===== config.mk =====
export PLATFORM = sky130hd
export DESIGN_NAME = uart_rx_fifo
export DESIGN_NICKNAME = d
export VERILOG_FILES = /design/src/rtl/uart_rx_fifo.sv
export SDC_FILE = /design/constraint.sdc
export NUM_CORES = 1
export LEC_CHECK = 0
export ABC_AREA = 1
export BUFFER_PORTS_ARGS = -buffer_cell sky130_fd_sc_hd__buf_2
export CAP_MARGIN = 20
export CORE_AREA = 2 2 130 132
export CTS_BUF_LIST = sky130_fd_sc_hd__clkbuf_8
export DETAILED_ROUTE_END_ITERATION = 6
export DIE_AREA = 0 0 132 134
export SLEW_MARGIN = 20
export SYNTH_ARGS = -nofsm -noshare
export SYNTH_HDL_FRONTEND = slang
export SYNTH_SLANG_ARGS = --single-unit
export TNS_END_PERCENT = 20

===== constraint.sdc =====
create_clock -name clk -period 2.6 [get_ports clk]
set_clock_uncertainty 0.1 [all_clocks]
set_input_delay 0.13 -clock clk [delete_from_list [all_inputs] [get_ports clk]]
set_output_delay 0.13 -clock clk [all_outputs]
set_load 0.02 [all_outputs]

===== src/rtl/uart_rx_fifo.sv =====
// Receive-side byte FIFO behind the UART receiver: first-word-fall-through read port,
// occupancy/watermark reporting and a sticky overflow flag with saturating drop counter.
module uart_rx_fifo #(
    parameter int DEPTH    = 16,
    parameter int AF_LEVEL = 12
) (
    input  logic                     clk,
    input  logic                     rst,
    input  logic [7:0]               rx_data,
    input  logic                     rx_valid,
    output logic [7:0]               rd_data,
    output logic                     rd_valid,
    input  logic                     rd_ready,
    output logic [$clog2(DEPTH):0]   count,
    output logic                     almost_full,
    output logic                     overflow,
    output logic [7:0]               drop_cnt,
    input  logic                     ovf_clr
);

    localparam int AW = $clog2(DEPTH);
    localparam int CW = AW + 1;
    localparam logic [CW-1:0] FULL_LVL = CW'(DEPTH);
    localparam logic [CW-1:0] AF_LVL   = CW'(AF_LEVEL);

    logic [7:0]    mem [DEPTH];
    logic [AW-1:0] wr_ptr;
    logic [AW-1:0] rd_ptr;
    logic [CW-1:0] count_next;
    logic          full;
    logic          pop;
    logic          push;
    logic          drop;

    // rd_valid depends only on registered count, so there is no rd_ready -> rd_valid path.
    assign rd_valid = (count != '0);
    assign rd_data  = rd_valid ? mem[rd_ptr] : 8'h00;

    assign full = (count == FULL_LVL);
    assign pop  = rd_valid & rd_ready;
    assign push = rx_valid & (~full | pop);
    assign drop = rx_valid & full & ~pop;

    always_comb begin
        count_next = count;
        unique case ({push, pop})
            2'b10:   count_next = count + 1'b1;
            2'b01:   count_next = count - 1'b1;
            default: count_next = count;
        endcase
    end

    // NOTE: the storage array is deliberately left out of reset; rd_data is masked while
    // empty, so stale contents are never observable and the array can map to plain flops/RAM.
    always_ff @(posedge clk) begin
        if (push && !rst) begin
            mem[wr_ptr] <= rx_data;
        end
    end

    // NOTE: every sequential block uses non-blocking assignments so all registers update
    // from the same pre-edge values regardless of block evaluation order.
    always_ff @(posedge clk) begin
        if (rst) begin
            wr_ptr <= '0;
        end else if (push) begin
            wr_ptr <= wr_ptr + 1'b1;
        end
    end

    always_ff @(posedge clk) begin
        if (rst) begin
            rd_ptr <= '0;
        end else if (pop) begin
            rd_ptr <= rd_ptr + 1'b1;
        end
    end

    always_ff @(posedge clk) begin
        if (rst) begin
            count <= '0;
        end else begin
            count <= count_next;
        end
    end

    // Registered from count_next so the flag always agrees with count in the same cycle.
    always_ff @(posedge clk) begin
        if (rst) begin
            almost_full <= 1'b0;
        end else begin
            almost_full <= (count_next >= AF_LVL);
        end
    end

    always_ff @(posedge clk) begin
        if (rst) begin
            overflow <= 1'b0;
        end else if (drop) begin
            overflow <= 1'b1;
        end else if (ovf_clr) begin
            overflow <= 1'b0;
        end
    end

    // A drop coinciding with a clear restarts the count at one rather than zero.
    always_ff @(posedge clk) begin
        if (rst) begin
            drop_cnt <= 8'h00;
        end else if (drop) begin
            if (ovf_clr) begin
                drop_cnt <= 8'h01;
            end else if (drop_cnt != 8'hFF) begin
                drop_cnt <= drop_cnt + 8'h01;
            end
        end else if (ovf_clr) begin
            drop_cnt <= 8'h00;
        end
    end

endmodule


## Word-level counts from Yosys, hierarchy flattened

Memories as Yosys holds them, arrays and structs flattened. A register that Yosys moved wholly into a read port is not among the register bits.
Index checks and enable logic that the tools add are counted.

- $add $sub $neg: 5
- $mul: 0
- Div/mod/pow operators: 0
- Magnitude comparators: 1
- Eq/ne operators: 4
- Shifts and indexed selects: 0
- Mux-type cells: 12
- Bitwise operators: 7
- Reduce and logical (&&, ||, !) cells: 6

Operators by type and width:

| operator | count |
|---|---|
| two-way mux 8 bit | 5 |
| one-hot mux 5 bit (2 select lines) | 1 |
| adder 4 x 1 -> 4 bit, second input constant | 2 |
| adder 8 x 1 -> 8 bit, second input constant | 1 |
| two-way mux 4 bit | 2 |
| != test 8 bit, second input constant | 1 |
| adder 5 x 1 -> 5 bit, second input constant | 1 |
| == test 5 bit, second input constant | 1 |
| >= comparator 5 x 4 -> 1 bit, second input constant | 1 |
| nonzero test 5 bit | 1 |
| subtractor 5 x 1 -> 5 bit, second input constant | 1 |
| AND 1 bit | 4 |
| two-way mux 1 bit | 4 |
| nonzero test 2 bit | 2 |
| == test 2 x 1 -> 1 bit, second input constant | 1 |
| == test 2 bit, second input constant | 1 |
| inverter 1 bit | 2 |
| AND reduction 2 bit | 1 |
| logical AND 1 bit | 1 |
| zero test 1 bit | 1 |
| bitwise OR 1 bit | 1 |

- Flip-flop bits (word level): 23
- Bits in latches: 0
- Bits in writable memories: 128
- Bits in read-only memories: 0
- Input port bits: 13
- Output and inout bits: 24
- Word-level logic and storage cells: 42
- Memories: 1

Memory list:

| name | words | bits a word | read ports | clocked after Yosys merged registers in | write ports | line | source |
|---|---|---|---|---|---|---|---|
| mem | 16 | 8 | 1 | 1 | 1 | 26 | `logic [7:0] mem [DEPTH];` |

## Logic depth before layout (Yosys ltp)

Gate-level depths: netlist (run 1).

- Depth after elaboration: 7
- Depth in mapped cells: 17
- Mapped depth without buffers: 17

## Worst setup path before layout (run 1)

Ideal clock, no wire load.

- Kind: reg-to-reg
- From: reg count[0]
- To: mem mem[13][0], enable pin
- Library setup time: 0.383 ns
- Data arrival time: 1.628 ns
- Data required time: 2.117 ns
- Path slack: 0.489 ns
- Stages on the path, launching flop included: 7
- Path buffers: 0
- Clock period less this slack: 2.111 ns
- Cells stage by stage: dfxtp_1 -> nor2_2 -> nand3_2 -> nand2_1 -> nor2_1 -> inv_1 -> nor3_1

- Word-level cells in the longest chain between the ends: 7
- Elaborated cells between the ends (all ways): 9
- Classes of those cells: eq/ne: 1; mux: 2; bitwise: 4; reduce/logical: 2

RTL lines:

| what | line | source |
|---|---|---|
| start, declared | 14 | `output logic [$clog2(DEPTH):0] count,` |
| start signal, assigned | 83 | `count <= count_next;` |
| nonzero test 5 bit or == test 5 bit (tied branches) | 36, 39 |  |
| AND 1 bit or inverter 1 bit (tied branches) | 40, 41 |  |
| bitwise OR 1 bit (*) | 41 | `assign push = rx_valid & (~full \| pop);` |
| AND 1 bit (*) | 41 |  |
| logical AND 1 bit (*) | 56 | `if (push && !rst) begin` |
| two-way mux 1 bit (*) | 56 |  |
| two-way mux 1 bit (not written as such) (*) | 57 | `mem[wr_ptr] <= rx_data;` |
| end, declared | 26 |  |

Mark *: on every way between the ends. The rest lies on a longest branch, timed or not.

==> impl_summary.md, run 1 <==
Run status
The flow ran to the end, and the final reports show no timing, DRC or antenna violations.

Clocking
The number of CTS-inserted buffers is 17. The clock-pin slew of the registers on the worst-case setup and hold paths is ~70 ps. The root buffer cell chosen for the clock tree is sky130_fd_sc_hd__clkbuf_8. The count of H-tree levels built during CTS is 4. TritonCTS built the clock tree. In this run the deepest clock path goes through 2 buffers. The post-CTS setup-driven buffer insertion count is 0. Clock latency on the worst-skew pair, taken at its later pin, is 430 ps. The clock drives 155 sinks.

Timing
The sum of negative setup slack is 0 ps. The share of the clock period used by the worst path after layout is 0.962. The minimum clock period after layout is 2500 ps. The count of final hold-check violations is 0. The final max-slew violation count came to 0.

The worst pin sits at a relative slew slack of 0.576. Based on the critical path, the design can be clocked at up to 400 MHz. At the pin with the least slew margin, the transition time is 636 ps. The worst path setup slack after routing is 100 ps. Across all hold checks on the routed design, the worst slack comes to 29.1 ps.

Setup violations remaining at the end of the flow were counted as 0. Setup repair after global routing left no endpoint under its margin.

Critical path
The worst register-to-register path has a depth of 17. The critical path in this run is classified as flop to output port. Data arrives at the worst endpoint at ~2300 ps.

The critical path runs through a total of 7 cells. The startpoint of the most critical register-to-register path is count[0]$_SDFF_PP0_. STA classifies the critical path startpoint as a flop. At the worst endpoint, the required time is around 2400 ps. Traced cell by cell, the critical path runs through inv_4 > buf_4 > o21ai_0 > o221ai_1 > nand3_1 > a21oi_1 > buf_2. Along the worst path, the maximum fanout reaches 22. The slowest stage cell on the critical path is sky130_fd_sc_hd__dfxtp_2.

Across all register-to-register paths, the minimum setup slack is 550 ps. In this run the worst setup path terminates at rd_data[1]. The highest cell delay on the worst timing path is ~430 ps. The gate family responsible for the most delay along the worst path is buffers and inverters.

The endpoint identified for the worst register-to-register timing path is almost_full$_SDFF_PP0_. Together, buffers and inverters on the worst path number 3. The element type at the critical path end is an output port.

Routing
The routed layout has 4553 vias. The total wire length after detailed routing is 15600 µm. The detailed router's first-iteration violation count is approximately 350. The first detailed-routing pass ran for 4 iterations.

After detailed routing, the average wire length per cell comes to 18.3 µm. The DRC violation count after routing is 0. The via-per-instance ratio is 5.36.

Once detail routing completed, the nets flagged for antenna violations numbered 0.

Placed design
The HPWL after detailed placement is just over 10000 µm. Buffers placed on the I/O ports in this run total 36. OpenSTA, run right after detailed placement, puts the worst setup slack at around 550 ps. At the end of routability-driven placement, the weighted congestion stood at 0.829.

Yosys
The post-synth net total is around 570. In the synthesized netlist, the number of instances is 553. The synthesized design contains between 150 and 200 register bits. The cell area that synthesis handed to floorplanning was 0.00636 mm². During synthesis, Yosys emitted a total of 0 warnings. The number of distinct library cells after synthesis is 31. The sequential element share of the synthesized area is 0.689. A synthesized cell averages 11.5 µm².

GRT
The pin count of the biggest net entering global routing is 51. The number of antenna violations at the first check in global routing came to 0. The global-route wire length before repair is ~24000 µm. For this run, the total global-route usage over all layers was measured as 0.180.

The number of global-route vias before repair was 4374. The sum of overflow across all layers after global routing is 0.

Hold path
The cell count of the worst hold path is 5. The min-delay analysis places its worst path in the category primary input to flop.

Layout
The final core utilization is 0.453. The count of nets after finishing is 639. The share of cells above drive strength 1 is 0.168. The count of inserted antenna diode cells is 0. The area added between synthesis and finish is 16.0%.

The most common cell after layout, fill and taps aside is sky130_fd_sc_hd__edfxtp_1. The library cells used most frequently in the layout, excluding fill and tap cells, are sky130_fd_sc_hd__edfxtp_1, sky130_fd_sc_hd__nor2_1, sky130_fd_sc_hd__o21ai_0. The filler cell count in the final layout is 1515.

Power
In this run the power density over the cells is slightly below 800 mW/mm². The analysis attributes to cell leakage a power of 2.63 nW. The worst-case IR drop observed on VDD is approximately 0.43 mV.

Flow run
Across the run, the number of max-cap violations was 0.

Floorplanning
The floorplan step defined a die boundary enclosing approximately 0.018 mm². The x dimension of the die is 132 µm. The starting density of the core is 0.390. The I/O pin count is 37. In this run the core area contains 47 standard-cell rows.

The total core area is roughly 0.016 mm². In this run the vertical extent of the chip is 134 µm.
[cells in the mapped netlist]
library cell,n,area (µm²)
sky130_fd_sc_hd__o311a_1,1,10.0
sky130_fd_sc_hd__or2_1,2,12.5
sky130_fd_sc_hd__ha_1,7,87.6
sky130_fd_sc_hd__a31oi_1,1,6.26
sky130_fd_sc_hd__xor2_1,2,17.5
sky130_fd_sc_hd__xnor2_1,1,8.76
sky130_fd_sc_hd__dfxtp_1,27,541
sky130_fd_sc_hd__nand4_1,6,37.5
sky130_fd_sc_hd__inv_1,33,124
sky130_fd_sc_hd__clkbuf_1,21,78.8
sky130_fd_sc_hd__nor2_1,93,349
sky130_fd_sc_hd__o22ai_1,6,37.5
sky130_fd_sc_hd__o21ai_0,79,395
sky130_fd_sc_hd__buf_2,1,5.00
sky130_fd_sc_hd__nor2_4,1,11.3
sky130_fd_sc_hd__a21oi_1,16,80.1
sky130_fd_sc_hd__nor3b_1,1,7.51
sky130_fd_sc_hd__inv_2,7,26.3
sky130_fd_sc_hd__a211oi_1,1,7.51
sky130_fd_sc_hd__nor3_1,10,50.1
sky130_fd_sc_hd__nand3_1,22,110
sky130_fd_sc_hd__nand2_1,46,173
sky130_fd_sc_hd__o21bai_1,1,7.51
sky130_fd_sc_hd__a31o_2,1,8.76
sky130_fd_sc_hd__a221oi_1,1,8.76
sky130_fd_sc_hd__o221ai_1,27,236
sky130_fd_sc_hd__nor2_2,5,31.3
sky130_fd_sc_hd__buf_1,2,7.51
sky130_fd_sc_hd__nand3_2,3,30.0
sky130_fd_sc_hd__a21oi_2,1,8.76
sky130_fd_sc_hd__edfxtp_1,128,3840
[power by group]
group          internal, mW  switching, mW
logic                 0.406          0.872
registers              2.75         0.0856
clock network         0.736          0.854
total                  3.89           1.81
[area by class of cell]
class | instances | area (µm²) | share of cell area
Sequential cell | 155 | 4390 | 0.595
Multi-Input combinational cell | 334 | 1730 | 0.235
Timing Repair Buffer | 71 | 490 | 0.0665
Tap cell | 220 | 275 | 0.0373
Clock buffer | 17 | 234 | 0.0317
Inverter | 40 | 153 | 0.0207
Clock inverter | 13 | 105 | 0.0142
[worst min-delay path by stage]
stage	from	endpoint	slack [ps]
after CTS	rx_valid	drop_cnt[0]$_SDFFE_PP0P_	2
after global placement	overflow$_SDFFE_PP0P_	overflow$_SDFFE_PP0P_	350
after floorplan	rx_data[0]	mem[0][0]$_DFFE_PP_	130
final	rx_valid	drop_cnt[0]$_SDFFE_PP0P_	30
after global routing	rx_valid	wr_ptr[1]$_SDFFE_PP0P_	10
after detailed placement	overflow$_SDFFE_PP0P_	overflow$_SDFFE_PP0P_	350
[logic make-up after synthesis]
family | count (synthesis) | share of synthesized area
buffers and inverters | 64 | 0.0380
adder cells (fa/ha/maj) | 7 | 0.0138
AND/OR/NAND/NOR | 189 | 0.128
XOR/XNOR | 3 | 0.00413
AO/OA/AOI/OAI | 135 | 0.127
flip-flops | 155 | 0.689
[metrics by stage]
stage	total power [mW]	cells	instance area, µm²
4_1_cts	5.73	849	7360
2_1_floorplan	3.70	553	6360
5_1_grt	5.99	850	7380
6_report	5.70	850	7380
3_5_place_dp	4.14	809	6920
3_3_place_gp	4.12	809	6920
[worst min-delay path: stages]
cell                      delay (ps)
sky130_fd_sc_hd__buf_2           110
sky130_fd_sc_hd__inv_2            90
sky130_fd_sc_hd__nor2_2           60
sky130_fd_sc_hd__nand2_1          50
sky130_fd_sc_hd__a31oi_1          70
[timing repair]
item                       4_1_cts  5_1_grt
resized for setup                0        5
hold buffers                    10        1
setup endpoints to repair        0        7
hold endpoints to repair        97        2
[registers in the layout, summed over array words and instances (netlist names), named ones only]
| signal | flops |
|---|---|
| rd_ptr | 4 |
| drop_cnt | 8 |
| count | 5 |
| mem | 128 |
| wr_ptr | 4 |
| almost_full | 1 |
| overflow | 1 |
[metal layers]
| metal | part of all wire | GRT usage |
|---|---|---|
| met5 | 0 | 0 |
| met4 | 0.024 | 0.0700 |
| met3 | 0.057 | 0.0438 |
| met2 | 0.49 | 0.298 |
| met1 | 0.43 | 0.229 |
Note: power is estimated with default switching activity, not from simulation.
==> inputs of run 2 (changes only) <==
- PLACE_DENSITY: not set -> 0.63
- SETUP_SLACK_MARGIN: not set -> 0.4
==> run 2 against run 1 <==
Effect of this change: worst hold slack gained 340 ps; power rose by 13%; count of clock-buffer cells in the layout did not move.
==> impl_summary.md, run 2 (synthesized netlist as in run 1, its figures left out) <==
Clocking
The clock-pin slew of the registers on the worst-case setup and hold paths came to 80 ps (was 70 ps). The cell at the root of the clock tree is sky130_fd_sc_hd__clkbuf_8 (unchanged). The deepest clock path buffer count was 2 (unchanged). The count of H-tree levels built during CTS is 4 (unchanged). The clock sink count is 155 (unchanged).

The TritonCTS clock tree is built (unchanged). The number of CTS-inserted buffers was 17 (unchanged). The latest clock arrival within the worst-skew pair is 440 ps (was 430 ps).

Layout
The share of cells above drive strength 1 is 0.243 (was 0.168). The footprint of the flip-flops and latches is 0.00439 mm² (about the same). The largest register by flop count is mem (unchanged).

Highest-count cells in the layout ignoring fill and taps: sky130_fd_sc_hd__edfxtp_1, sky130_fd_sc_hd__nor2_1, sky130_fd_sc_hd__o21ai_0 (unchanged). The count of inserted antenna diode cells is 0 (unchanged). The number of flip-flops under the largest register name was 128 (unchanged). Biggest regs: mem: 128 flops, drop_cnt: 8 flops, count: 5 flops (unchanged). The filler cell count in the final layout is 1414 (was 1515).

The count of nets after finishing was 662 (was 639). The area added between synthesis and finish is 26.5% (was 16.0%). The most common cell after layout, fill and taps aside is sky130_fd_sc_hd__edfxtp_1 (unchanged). The area of combinational cells with multiple inputs came to 0.00185 mm² (was 0.00173 mm²).

Routing
The mean routed wirelength per cell is 18.2 µm (was 18.3 µm). The via-per-instance ratio was 5.42 (was 5.36). The total wire length after detailed routing is 16000 µm (was 15600 µm). The routed via count was 4742 (was 4553). The DRC violation count after routing is 0 (unchanged). The detailed router's first-iteration violation count was 378 (was 353). The iteration count of the initial detailed-routing pass came to 5 (was 4). The residual antenna-violating net count after detailed routing is 0 (unchanged).

Timing
The final max-slew violation count is 0 (unchanged). The number of failing setup endpoints in the final timing report is 0 (unchanged). The minimum clock period after layout is 2260 ps (was 2500 ps). The headroom to the max-slew limit is 0.500 (was 0.576). The share of the clock period used by the worst path after layout is 0.869 (was 0.962). The sum of negative setup slack came to 0 ps (unchanged). The worst-margin pin slew was 747 ps (was 636 ps). The count of final hold-check violations was 0 (unchanged). The highest achievable clock rate is 443 MHz (was 400 MHz). Unrepaired setup endpoints after global routing: yes (was no).

Floorplanning
The I/O pin count came to 37 (unchanged). The total core area is 0.0163 mm² (unchanged). The die outline area is 0.0177 mm² (unchanged).

The x dimension of the die is 132 µm (unchanged). The starting density of the core is 0.390 (unchanged). The number of rows in the core area is 47 (unchanged). The height of the die is 134 µm (unchanged).

Power
The proportion of total power due to net switching is 0.316 (was 0.318). The net switching power came to 2.04 mW (was 1.81 mW). The part of the power in the clock network came to 0.268 (was 0.279). The internal cell power is 4.42 mW (was 3.89 mW). The power per unit of standard cell area was 803 mW/mm² (was 773 mW/mm²). The portion of total power attributed to sequential cells is 0.436 (was 0.497). The peak supply drop was 0.383 mV (was 0.434 mV). The part of the power in combinational logic is 0.297 (was 0.224). The leakage power came to 2.88 nW (was 2.63 nW).

The power after layout is 6.46 mW (was 5.70 mW).

Critical path
The data required time of the critical path came to 2370 ps (about the same). The class of the most critical setup path is flop to output port (unchanged). The element type at the critical path end is an output port (unchanged). The most prevalent standard cell on the critical path is sky130_fd_sc_hd__buf_12. The category of the worst setup path launch point was a flop (unchanged).

The arrival time at the worst endpoint was 2030 ps (was 2270 ps). The slowest stage cell on the critical path was sky130_fd_sc_hd__dfxtp_4 (was sky130_fd_sc_hd__dfxtp_2). Worst path cell trace: buf_12 > buf_12 > buf_16 > o21ai_2 > o221ai_2 > nand3_1 > a21oi_2 > buf_6 (was inv_4 > buf_4 > o21ai_0 > o221ai_1 > nand3_1 > a21oi_1 > buf_2). The highest cell delay on the worst timing path was 390 ps (was 430 ps). The biggest fanout along the worst timing path was 8 (was 22).

GRT
The number of global-route vias before repair is 4704 (was 4374). The global-route wire length before repair is 24400 µm (was 24000 µm). The pin count of the biggest net entering global routing came to 23 (was 51). The sum of overflow across all layers after global routing is 0 (unchanged).

The overall track demand over capacity in global routing is 0.181 (was 0.180). The number of antenna violations at the first check in global routing came to 0 (unchanged).

Placed design
The number of buffer cells added on primary ports is 36 (unchanged). The weighted congestion reported at the end of routability-driven placement came to 0.846 (was 0.829). The final HPWL from detailed placement is 9170 µm (was 10200 µm).

Run status
Status: completed (unchanged).

Flow run
The number of max-cap violations was 0 (unchanged).

Hold path
The path class of the lowest-slack min-delay path is flop to flop (was primary input to flop).
## run 2: power groups by stage
stage / combinational, mW / sequential (mW) / clock (mW)
2_1_floorplan: 0.816 / 2.88 / 0
6_report: 1.92 / 2.81 / 1.73
3_3_place_gp: 1.24 / 2.85 / 0
5_1_grt: 2.05 / 2.82 / 1.89
4_1_cts: 1.73 / 2.81 / 1.77
3_5_place_dp: 1.27 / 2.86 / 0
## run 2: final cells by class
cell class                      count  area share
Clock buffer                       17      0.0291
Sequential cell                   155       0.546
Clock inverter                     15      0.0184
Timing Repair Buffer               93       0.120
Inverter                           40      0.0212
Tap cell                          220      0.0342
Timing Repair inverter              1     0.00109
Multi-Input combinational cell    334       0.230
## run 2: what timing repair did
action / 4_1_cts / 5_1_grt
setup endpoints to repair: 8 / 18
setup buffers: 13 / 0
cloned: 8 / 2
pin swaps: 20 / 28
hold endpoints to repair: 142 / 0
hold buffers: 13 / 0
gates resized for setup: 38 / 45
## run 2: final timing paths
kind | from | endpoint | slack (ps) | depth (start not counted)
hold / removal | overflow$_SDFFE_PP0P_ | overflow$_SDFFE_PP0P_ | 370 | 2
setup / recovery | flop | rd_data[4] | 340 | 8
hold reg to reg | overflow$_SDFFE_PP0P_ | overflow$_SDFFE_PP0P_ | 370 | 2
setup reg to reg | count[0]$_SDFF_PP0_ | mem[8][5]$_DFFE_PP_ | 480 | 6
## run 2: worst max-delay path, delay by kind of cell (launching register included)
family	cells	cell delay, ps
compound gates	3	510
buf+inv	4	510
flops	1	390
simple gates	1	170
## run 2: per-stage QoR
stage / utilization / std cells / cell area (µm²) / worst slack [ps] / hold WS (ps)
floorplan: - / 553 / 6360 / 489 / 129
finish: 0.494 / 875 / 8040 / 341 / 372
detailed placement: 0.424 / 807 / 6910 / 524 / 351
global route: 0.494 / 875 / 8040 / 214 / 432
global placement: 0.424 / 807 / 6910 / 601 / 346
CTS: 0.483 / 873 / 7860 / 385 / 373
## run 2: per-layer routing
layer,up-vias,share of wire,GRT usage
met1,2333,0.42,0.224
li1,2192,-,-
met2,184,0.50,0.306
met4,0,0.022,0.0767
met3,33,0.064,0.0450
met5,-,0,0
==> inputs of run 3 (changes only) <==
- CORE_AREA: 2 2 130 132 -> 2 2 144 146
- DIE_AREA: 0 0 132 134 -> 0 0 146 148
- PLACE_DENSITY: 0.63 -> 0.55
- clock period: 2.6 -> 2.8 ns (I/O delays scaled with it)
==> run 3 against run 2 <==
Effect of this change: via count shrank 3.7%; power decreased by 16%; non-clock buffer count decreased by 21; largest cell class unchanged; largest power group unchanged.
==> impl_summary.md, run 3 (synthesized netlist as in run 1, its figures left out) <==
Power
The leakage power is 2.65 nW (was 2.88 nW). The peak supply drop is 0.324 mV (was 0.383 mV). The power per unit of standard cell area is 721 mW/mm² (was 803 mW/mm²). The power after layout is 5.42 mW (was 6.46 mW).

Timing
The worst-case hold slack is 32.5 ps (was 372 ps). The final max-slew violation count is 0 (unchanged). The share of the clock period used by the worst path after layout is 0.835.

The headroom to the max-slew limit came to 0.436 (was 0.500). The worst-margin pin slew is 843 ps (was 747 ps). The count of final hold-check violations came to 0 (unchanged). Unrepaired setup endpoints after global routing: yes (unchanged). The number of failing setup endpoints in the final timing report came to 0 (unchanged). The highest achievable clock rate is ~430 MHz. The sum of negative setup slack is 0 ps (unchanged). The minimum clock period after layout is 2340 ps.

Layout
The final core utilization is 0.375 (was 0.494). The count of inserted antenna diode cells came to 0 (unchanged). Highest-count cells in the layout ignoring fill and taps: sky130_fd_sc_hd__edfxtp_1, sky130_fd_sc_hd__nor2_1, sky130_fd_sc_hd__o21ai_0 (unchanged). The most common cell after layout, fill and taps aside is sky130_fd_sc_hd__edfxtp_1 (unchanged).

The area added between synthesis and finish came to 18.2% (was 26.5%). The count of nets after finishing is 640 (was 662). The share of cells above drive strength 1 is 0.174 (was 0.243). The area of combinational cells with multiple inputs is 0.00175 mm² (was 0.00185 mm²). Biggest regs: mem: 128 flops, drop_cnt: 8 flops, count: 5 flops (unchanged). The final cell count without fillers was 902 (was 875).

The number of flip-flops under the largest register name was 128 (unchanged). The filler cell count in the final layout is 2027 (was 1414). The largest register by flop count is mem (unchanged). The footprint of the flip-flops and latches is 0.00439 mm² (about the same).

Hold path
The path class of the lowest-slack min-delay path is primary input to flop (was flop to flop).

Floorplanning
The number of rows in the core area is 52 (was 47). The die outline area is 0.0216 mm² (was 0.0177 mm²). The total core area is 0.0200 mm² (was 0.0163 mm²).

The starting density of the core was 0.317 (was 0.390). The I/O pin count is 37 (unchanged). The height of the die is 148 µm (was 134 µm).

The x dimension of the die is 146 µm (was 132 µm).

Placed design
The number of buffer cells added on primary ports is 36 (unchanged). The final HPWL from detailed placement is 10300 µm (was 9170 µm). The weighted congestion reported at the end of routability-driven placement is 0.854 (was 0.846). The number of cells in the design after placement is 856 (was 807).

Routing
The routed metal-1 wirelength came to 7360 µm (was 6630 µm). The total wire length after detailed routing is 16200 µm (was 16000 µm). The iteration count of the initial detailed-routing pass came to 6 (was 5). The mean routed wirelength per cell is 17.9 µm (was 18.2 µm). The amount of wire on met2 after detailed routing came to 7380 µm (was 7960 µm). The via-per-instance ratio is 5.06 (was 5.42). The amount of wire on met3 after detailed routing is 1120 µm (was 1020 µm).

The highest layer used for signal routing is met4 (unchanged). The routed via count came to 4566 (was 4742). The DRC violation count after routing is 0 (unchanged). The residual antenna-violating net count after detailed routing is 0 (unchanged). The detailed router's first-iteration violation count was 316 (was 378).

Clocking
The cell at the root of the clock tree is sky130_fd_sc_hd__clkbuf_8 (unchanged). The count of H-tree levels built during CTS came to 4 (unchanged). The clock sink count is 155 (unchanged).

The latest clock arrival within the worst-skew pair was 440 ps (about the same). The clock-pin slew of the registers on the worst-case setup and hold paths came to 90 ps (was 80 ps). The TritonCTS clock tree is built (unchanged). The number of CTS-inserted buffers is 17 (unchanged). The deepest clock path buffer count came to 2 (unchanged).

Critical path
The class of the most critical setup path is flop to output port (unchanged). The data required time of the critical path is 2560 ps (was 2370 ps). The arrival time at the worst endpoint is 2100 ps (was 2030 ps). The biggest fanout along the worst timing path is 22 (was 8). The category of the worst setup path launch point is a flop (unchanged). The slowest stage cell on the critical path was sky130_fd_sc_hd__dfxtp_4 (unchanged). The element type at the critical path end is an output port (unchanged). The highest cell delay on the worst timing path came to 460 ps (was 390 ps). Worst path cell trace: buf_8 > o21ai_0 > o22ai_1 > nor2_1 > nor2_1 > o21ai_0 > a21oi_1 > buf_2 (was buf_12 > buf_12 > buf_16 > o21ai_2 > o221ai_2 > nand3_1 > a21oi_2 > buf_6).

GRT
The number of antenna violations at the first check in global routing was 0 (unchanged). The global-route wire length before repair was 24800 µm (was 24400 µm). The overall track demand over capacity in global routing is 0.151 (was 0.181). The pin count of the biggest net entering global routing is 43 (was 23).

The number of global-route vias before repair came to 4491 (was 4704). The sum of overflow across all layers after global routing was 0 (unchanged).

Flow run
The number of max-cap violations came to 0 (unchanged).

Run status
Status: completed (unchanged).
==> run 3: cell types whose count changed in the layout (fill, tap and decap cells not counted), moves of 3 or more <==
cell,change
sky130_fd_sc_hd__a21oi_1,+6
sky130_fd_sc_hd__a21oi_2,-6
sky130_fd_sc_hd__buf_12,-4
sky130_fd_sc_hd__buf_16,-6
sky130_fd_sc_hd__buf_2,+8
sky130_fd_sc_hd__buf_4,-8
sky130_fd_sc_hd__buf_6,-7
sky130_fd_sc_hd__o21ai_0,+18
sky130_fd_sc_hd__o21ai_1,-9
sky130_fd_sc_hd__o21ai_2,-8
sky130_fd_sc_hd__o221ai_1,+3
sky130_fd_sc_hd__o221ai_2,-3
==> run 3: layer usage <==
layer	global-route usage	vias to the layer above
li1	-	2137
met4	0.0587	0
met5	0	-
met2	0.237	171
met3	0.0420	20
met1	0.200	2238
==> run 3: report_power, final <==
| group | internal (mW) | switching (mW) |
|---|---|---|
| registers | 2.56 | 0.0769 |
| clock network | 0.683 | 0.814 |
| logic | 0.430 | 0.864 |
==> run 3: per-stage QoR <==
| step | cell area [µm²] | setup WS [ps] |
|---|---|---|
| finish | 7520 | 463 |
| global route | 7520 | 337 |
| detailed placement | 6940 | 503 |
| global placement | 6940 | 550 |
| floorplan | 6360 | 689 |
| CTS | 7430 | 376 |
==> run 3: what timing repair did <==
item	in CTS	in global routing
endpoints found under the setup margin	8	34
gates cloned	0	1
resized for setup	7	15
setup buffers	0	2
hold endpoints to repair	116	0
hold buffers	12	0
pin swaps	0	2
==> run 3: worst paths after layout <==
kind,depth (start not counted),to,slack [ps],start
worst max-delay path,8,rd_data[3],460,flop
worst min-delay path,1,mem[7][5]$_DFFE_PP_,30,rx_data[5]
worst max register to register,6,mem[14][3]$_DFFE_PP_,540,count[0]$_SDFF_PP0_
worst min register to register,2,overflow$_SDFFE_PP0P_,370,overflow$_SDFFE_PP0P_
==> run 3: worst max-delay path: cells and delay by family, from the launching register on <==
family	cells	cell delay, ps
AO/OA/AOI/OAI	4	630
flip-flops	1	460
buffers and inverters	2	420
AND/OR/NAND/NOR	2	140
==> run 3: area by class of cell <==
class | instances | share of cell area
clock buffers | 17 | 0.0311
multi-input cells | 334 | 0.232
clock inverters | 14 | 0.0140
flip-flops and latches | 155 | 0.584
well taps | 270 | 0.0449
repair buffers | 72 | 0.0716
inverters | 40 | 0.0221
